<file path="config.mk">
export PLATFORM = sky130hd
export DESIGN_NAME = nx_grid_sequencer
export DESIGN_NICKNAME = d
export VERILOG_FILES = /design/src/rtl/nx_grid_sequencer.sv
export SDC_FILE = /design/constraint.sdc
export NUM_CORES = 1
export LEC_CHECK = 0
export CAP_MARGIN = 20
export CORE_AREA = 2 2 96 98
export DETAILED_ROUTE_END_ITERATION = 12
export DIE_AREA = 0 0 98 100
export GPL_TIMING_DRIVEN = 0
export HOLD_SLACK_MARGIN = 0.02
export PLACE_DENSITY_LB_ADDON = 0.1
export SLEW_MARGIN = 5
export SYNTH_ARGS = -nofsm -noshare
export SYNTH_HDL_FRONTEND = slang
export SYNTH_SLANG_ARGS = --single-unit
export TNS_END_PERCENT = 10
</file>
<file path="constraint.sdc">
create_clock -name i_clk -period 2.26 [get_ports i_clk]
set_input_delay 0.226 -clock i_clk [delete_from_list [all_inputs] [get_ports i_clk]]
set_output_delay 0.226 -clock i_clk [all_outputs]
set_load 0.01 [all_outputs]
</file>
<file path="src/rtl/nx_grid_sequencer.sv">
// Mesh-level evaluation sequencer: waits for a quiescent node grid, fires one
// trigger per simulated cycle and counts triggers until a target or a stop request.
module nx_grid_sequencer #(
    parameter int unsigned NODES   = 16,
    parameter int unsigned COUNT_W = 32,
    parameter int unsigned SETTLE  = 2,
    parameter int unsigned HOLDOFF = 2
) (
    input  logic               i_clk,
    input  logic               i_rst,
    input  logic               i_start,
    input  logic               i_stop,
    input  logic [COUNT_W-1:0] i_cycles,
    input  logic [NODES-1:0]   i_node_idle,
    output logic               o_trigger,
    output logic               o_active,
    output logic               o_done,
    output logic [COUNT_W-1:0] o_cycle_count
);

    localparam int unsigned SET_W  = $clog2(SETTLE + 1);
    localparam int unsigned HOLD_W = $clog2(HOLDOFF + 1);

    localparam logic [1:0] ST_STOPPED = 2'd0;
    localparam logic [1:0] ST_SETTLE  = 2'd1;
    localparam logic [1:0] ST_HOLDOFF = 2'd2;

    logic [1:0]         state, state_n;
    logic [SET_W-1:0]   settle_cnt, settle_cnt_n;
    logic [HOLD_W-1:0]  hold_cnt, hold_cnt_n;
    logic               stop_pend, stop_pend_n;
    logic [COUNT_W-1:0] target, target_n;
    logic [COUNT_W-1:0] count_n;
    logic               trigger_n, active_n, done_n;
    logic               all_idle;

    assign all_idle = &i_node_idle;

    // Next-state and next-output decode.
    always_comb begin
        state_n      = state;
        settle_cnt_n = settle_cnt;
        hold_cnt_n   = hold_cnt;
        stop_pend_n  = stop_pend;
        target_n     = target;
        count_n      = o_cycle_count;
        trigger_n    = 1'b0;
        done_n       = 1'b0;
        active_n     = o_active;

        case (state)
            ST_STOPPED: begin
                if (i_start && !i_stop) begin
                    target_n     = i_cycles;
                    count_n      = '0;
                    stop_pend_n  = 1'b0;
                    active_n     = 1'b1;
                    settle_cnt_n = '0;
                    state_n      = ST_SETTLE;
                end
            end
            ST_SETTLE: begin
                if (i_stop) stop_pend_n = 1'b1;
                if (!all_idle) begin
                    settle_cnt_n = '0;
                end else if (settle_cnt == SET_W'(SETTLE - 1)) begin
                    settle_cnt_n = '0;
                    if (stop_pend || (target != '0 && o_cycle_count == target)) begin
                        done_n      = 1'b1;
                        active_n    = 1'b0;
                        stop_pend_n = 1'b0;
                        state_n     = ST_STOPPED;
                    end else begin
                        trigger_n  = 1'b1;
                        hold_cnt_n = '0;
                        state_n    = ST_HOLDOFF;
                        // Saturate rather than wrap so long runs stay monotonic.
                        if (o_cycle_count != '1) count_n = o_cycle_count + COUNT_W'(1);
                    end
                end else begin
                    settle_cnt_n = settle_cnt + SET_W'(1);
                end
            end
            ST_HOLDOFF: begin
                if (i_stop) stop_pend_n = 1'b1;
                // Trigger cycle plus HOLDOFF cycles pass before idle flags are trusted.
                if (hold_cnt == HOLD_W'(HOLDOFF)) begin
                    settle_cnt_n = '0;
                    state_n      = ST_SETTLE;
                end else begin
                    hold_cnt_n = hold_cnt + HOLD_W'(1);
                end
            end
            default: state_n = ST_STOPPED;
        endcase
    end

    // State and output registers.
    always_ff @(posedge i_clk) begin
        if (i_rst) begin
            state         <= ST_STOPPED;
            settle_cnt    <= '0;
            hold_cnt      <= '0;
            stop_pend     <= 1'b0;
            target        <= '0;
            o_cycle_count <= '0;
            o_trigger     <= 1'b0;
            o_active      <= 1'b0;
            o_done        <= 1'b0;
        end else begin
            state         <= state_n;
            settle_cnt    <= settle_cnt_n;
            hold_cnt      <= hold_cnt_n;
            stop_pend     <= stop_pend_n;
            target        <= target_n;
            o_cycle_count <= count_n;
            o_trigger     <= trigger_n;
            o_active      <= active_n;
            o_done        <= done_n;
        end
    end

endmodule

</file>
# [Yosys cells after proc, flatten, opt, wreduce, memory -nomap -nowiden]
# Index checks and enable logic that the tools add are counted.
[classes] addsub=3 n_eq_ne=14 muxes=35 bitwise=3 reduce_logical=18
[ops] cell="two-way mux 32 bit" count=5
[ops] cell="case mux 32 bit (2 select lines)" count=1
[ops] cell="adder 32 x 1 -> 32 bit (second input constant)" count=1
[ops] cell="equality test 32 bit" count=1
[ops] cell="!= test 32 bit (second input constant)" count=1
[ops] cell="nonzero test 32 bit" count=1
[ops] cell="two-way mux 2 bit" count=13
[ops] cell="!= test 2 bit (second input constant)" count=8
[ops] cell="AND reduction 16 bit" count=1
[ops] cell="case mux 2 bit (3 select lines)" count=2
[ops] cell="two-way mux 1 bit" count=11
[ops] cell="AND reduction 5 bit" count=2
[ops] cell="AND reduction 6 bit" count=1
[ops] cell="adder 2 x 1 -> 2 bit (second input constant)" count=2
[ops] cell="equality test 2 x 1 -> 1 bit (second input constant)" count=2
[ops] cell="equality test 2 bit (second input constant)" count=2
[ops] cell="case mux 2 bit (2 select lines)" count=1
[ops] cell="AND reduction 2 bit" count=2
[ops] cell="AND reduction 4 bit" count=1
[ops] cell="nonzero test 2 bit" count=2
[ops] cell="OR reduction 4 bit" count=1
[ops] cell="NOT 1 bit" count=3
[ops] cell="case mux 1 bit (3 select lines)" count=1
[ops] cell="AND reduction 3 bit" count=1
[ops] cell="6 further kinds" count=7
[word_totals] ff_bits=74 in_bits=52 out_inout_bits=35 wordCells=82

# [Depth between registers and ports, before layout]
[logic_depth] depth_word=7 mapped_depth=12 depth_no_buf=9

# [Worst setup path after synthesis]
# Ideal clock, no wire load.
[synth_timing] path_type="reg-to-reg" from="register state[0]" to="register o_cycle_count[28]" setup_time_ns=0.071 arrival_ns=2.131 t_required_ns=2.189 setup_slack_ns=0.058 path_stages_with_launch=12 n_path_buf=2 synth_period_minus_slack_ns=2.202 path_cell_list="dfxtp_1 > inv_1 > ha_1 > inv_2 > or2_1 > clkbuf_1 > nor2_1 > a21o_4 > o21ai_4 > buf_2 > or4_1 > a21oi_1"
[synth_via] elab_chain_cells=3 word_cells_on_any_way=10 classes_between="eq/ne: 6; mux: 1; reduce/logical: 3"
[synth_lines] item="from (decl)" line_no="28" source="logic [1:0] state, state_n;"
[synth_lines] item="from (signal assigned)" line_no="111" source="state <= state_n;"
[synth_lines] item="equality test 2 x 1 -> 1 bit / logical NOT 2 bit (equally long branches)" line_no="51" source="case (state)"
[synth_lines] item="!= test 2 bit (no source line) / nonzero test 2 bit (equally long branches)"
[synth_lines] item="AND reduction 6 bit (no source line)"
[synth_lines] item="to (signal assigned)" line_no="116" source="o_cycle_count <= count_n;"
[synth_lines] item="to (decl)" line_no="18" source="output logic [COUNT_W-1:0] o_cycle_count"
# Several ways; a longest one is shown, not always the timed one.
# A chain may end at the register's enable or synchronous reset.

# [Final worst setup path]
[layout_timing] from="register target[31]" to="register o_cycle_count[11]"
[layout_via] elab_chain_cells=5 word_cells_on_any_way=6 classes_between="eq/ne: 2; reduce/logical: 4"
[layout_lines] item="from (decl)" line_no="32" source="logic [COUNT_W-1:0] target, target_n;"
[layout_lines] item="from (signal assigned)" line_no="115" source="target <= target_n;"
[layout_lines] item="equality test 32 bit / nonzero test 32 bit (equally long branches)" line_no="68" source="if (stop_pend || (target != '0 && o_cycle_count == target)) begin"
[layout_lines] item="logical AND 1 bit (*)" line_no="68"
[layout_lines] item="logical OR 1 bit (*)" line_no="68"
[layout_lines] item="!= test 2 bit (no source line) (*)"
[layout_lines] item="AND reduction 6 bit (no source line) (*)"
# Every way passes the cells marked *; elsewhere a longest branch is shown, timed or not.

==> flow_summary.toml <==
[yosys]
synth-simple-area-share_pct = 29.5
synth_edf_count = 0
synthCells = 480
yosysUniqueCellTypes = 57
ys.flop_type = "dfxtp_1"
synth_top_family_by_area = "simple AND/OR/NAND/NOR gates"
ys_seq_area_share_pct = 37.8
synth_compound_area_share_pct = 17.4
synth_warnings = 0
synth_seq_cells = 74
synth.area.mux_share_pct = 0.767
ys_async_sr_fraction_pct = 0
synth.avg_cell_area_um2 = 8.16
synth_nets = 538
synthAdderAreaFrac_pct = 1.92
synth_xor_area_share_pct = 8.72
syn_area_mm2 = 0.00392

[clock_tree]
clk_path_buf_depth = 2
numClockSinks = 74
cts_hold_buf = 0
numCtsBuffers = 9
cts_tree = "done"
cts_max_level = 3
clockRootBuffer = "clkbuf_8"
clk_pin_slew_ps = 80
insertion_delay_ps = 350

[power_and_ir_drop]
swShare_pct = 33.4
switching_power_w = 0.00125
p_int_w = 0.00250
pwr-share-comb_pct = 31.3
peakVddDrop_mv = 0.367
power_density_mw_per_mm2 = 674
total_power_w = 0.00375
clkPwrFrac_pct = 28.9
power_frac_seq_pct = 39.8
leakage_nw = 1.95

[placement]
dpl.hpwl_um = 8730
io_buffers = 86
place_ws_ps = -649
placed_area_mm2 = 0.00492
gp_congestion = 0.900

[die]
die_area_mm2 = 0.00980
core_mm2 = 0.00889
die_h_um = 100
row_count = 35
io-pin-count = 87
start_util_pct = 44.1
fp.dieW_um = 98

[drt]
wl_per_cell_um = 16.5
dr.pass1.iters = 5
drt_wl_total_um = 11700
vias = 3964
drt.antenna.violating_nets = 0
drtIter0Drc = 174
drc = 0
avgViaCountPerCell = 5.58

[finish]
filler_cell_count = 811
nNetsFinal = 652
finish.instance_area_mm2 = 0.00556
antenna_cells = 0
multi_input_area_mm2 = 0.00245
seqCellArea_mm2 = 0.00154
syn2layout_area_growth_pct = 41.9
drive_gt1_share_pct = 20.5

[critical_path]
crit_path_start_kind = "flip-flop"
path_class = "flip-flop to flip-flop"
critPathRequiredTime_ps = 2540
critical_path.max_fanout = 4
arrival_ps = 2550
worstSetupEndpointType = "flip-flop"

[sta]
slew_violations = 0
finalSetupViolations = 2
slew_headroom_pct = 56.6
tightest_slew_ps = 649
fin_skew_ps = 8.96
rsz0062_at_grt = "yes"
fmax_mhz = 440
min_period_ps = 2270
finalWorstSetupSlack_ps = -10.3
post-route-period-util_pct = 100
hold_viol = 0
fin_hold_ws_ps = 375

[grt]
grt_max_degree = 13
globalRouteTotalUtil_pct = 23.5
antenna_found_initial = 0
grt_pass1_wl_um = 18400
overflow = 0
grt_pass1_vias = 3560

[min_path]
hold_path.class = "input pin to flip-flop"

[run_status]
status = "complete, but fails checks"
violations = "setup timing"

[job]
cap_viol_max_count = 0
==> critical path: stages, from the launching register on <==
cell and delay (ps):
dfxtp_2 360, nor4_4 290, nand4_1 110, or2_4 270, a41oi_4 230, o21ai_4 130, buf_6 150, or4_4 510
a21oi_2 140
==> sequential cells by signal, indices dropped and copies added (netlist names) <==
| register | cells |
|---|---|
| o_active | 1 |
| stop_pend | 1 |
| target | 32 |
| o_cycle_count | 32 |
| state | 2 |
| settle_cnt | 2 |
| o_done | 1 |
| o_trigger | 1 |
| hold_cnt | 2 |
==> cell usage after synthesis, drive strengths merged, types with 2 or more instances <==
cell type	instances	area share [%]
a211oi	4	1.1
buf	8	1.5
o211ai	3	0.58
nand4	25	4.0
and3	4	0.80
ha	6	1.9
a41o	2	0.51
nor4	12	2.9
inv	10	0.96
a31oi	2	0.32
nor2	33	3.2
mux2i	3	0.77
clkbuf	15	1.4
nand2b	3	0.48
dfxtp	74	38
and2	4	0.64
nand2	90	8.6
o21ai	18	2.6
and4	3	0.73
or3	10	1.6
nand3	16	2.2
or4	12	2.3
xnor2	39	8.7
o31ai	7	1.3
nor3	5	0.93
a21oi	55	7.1
or2	3	0.54
==> logic make-up after synthesis <==
family                     after synthesis
DFF                                     74
and+or+nand+nor                        223
AOI/OAI and AO/OA                      102
buffers and inverters                   33
xor gates and xnor gates                39
muxes                                    3
adders and majority gates                6
==> through the flow <==
stage | util (%) | setup TNS (ps) | std cells
after detailed placement | 55.3 | -15960 | 677
after global routing | 62.5 | -892 | 710
final | 62.5 | -12.7 | 710
after CTS | 59.6 | -204 | 700
after global placement | 55.3 | -14350 | 677
after floorplan | - | 0 | 480
==> final cells by class <==
type / count / area share [%]
clock inverters: 4 / 0.878
clock buffers: 12 / 2.79
well taps: 111 / 2.50
multi-input cells: 373 / 44.0
inverters: 10 / 0.675
repair buffers: 105 / 19.1
flip-flops and latches: 74 / 27.7
plain buffers: 21 / 2.32
==> path summary, 6_finish.rpt <==
kind	slack (ps)	cells past startpoint	startpoint	endpoint
min	380	5	i_node_idle[14]	o_trigger$_SDFF_PP0_
max	-10	8	target[31]$_SDFFE_PP0P_	o_cycle_count[11]$_SDFFE_PP0P_
max reg2reg	-10	8	target[31]$_SDFFE_PP0P_	o_cycle_count[11]$_SDFFE_PP0P_
min reg2reg	480	1	settle_cnt[1]$_SDFFE_PP0P_	settle_cnt[1]$_SDFFE_PP0P_
==> cells in the final DEF, fill, tap and decap left out, types with 3 or more instances in the layout <==
cell type and instances:
a211oi_1 3, a21oi_1 51, and2_1 4, buf_4 14
buf_6 9, clkbuf_1 11, clkbuf_2 3, clkbuf_8 11
clkdlybuf4s50_1 75, dfxtp_1 38, dfxtp_2 30, dfxtp_4 6
dlymetal6s2s_1 11, ha_1 3, inv_1 9, mux2i_1 3
nand2_1 90, nand2b_1 3, nand3_1 15, nand4_1 25
nor2_1 31, nor3_1 4, nor4_2 6, nor4_4 5
o211ai_1 3, o21ai_0 9, o21ai_1 7, o31ai_1 6
or3_1 10, or4_1 10, xnor2_1 37
==> what timing repair did <==
action,CTS,global route
setup buffers,9,10
setup endpoints to repair,32,31
pin swaps,17,24
resized for setup,38,65
==> layer usage <==
metal | GRT usage [%] | vias to the layer above | routed length, um
li1 | - | 1952 | -
met1 | 32.7 | 1875 | 5360
met2 | 37.5 | 123 | 5580
met3 | 3.41 | 14 | 594
met4 | 8.12 | 0 | 161
met5 | 0 | - | 0
==> power by group through the flow <==
stage	logic [W]	clock network [W]	registers [W]
global route	0.00128	0.00115	0.00150
finish	0.00117	0.00108	0.00149
detailed placement	0.000956	0	0.00151
global placement	0.000932	0	0.00151
floorplan	0.000666	0	0.00148
CTS	0.00107	0.00110	0.00149
No activity file was read; power rests on OpenSTA's default activity.
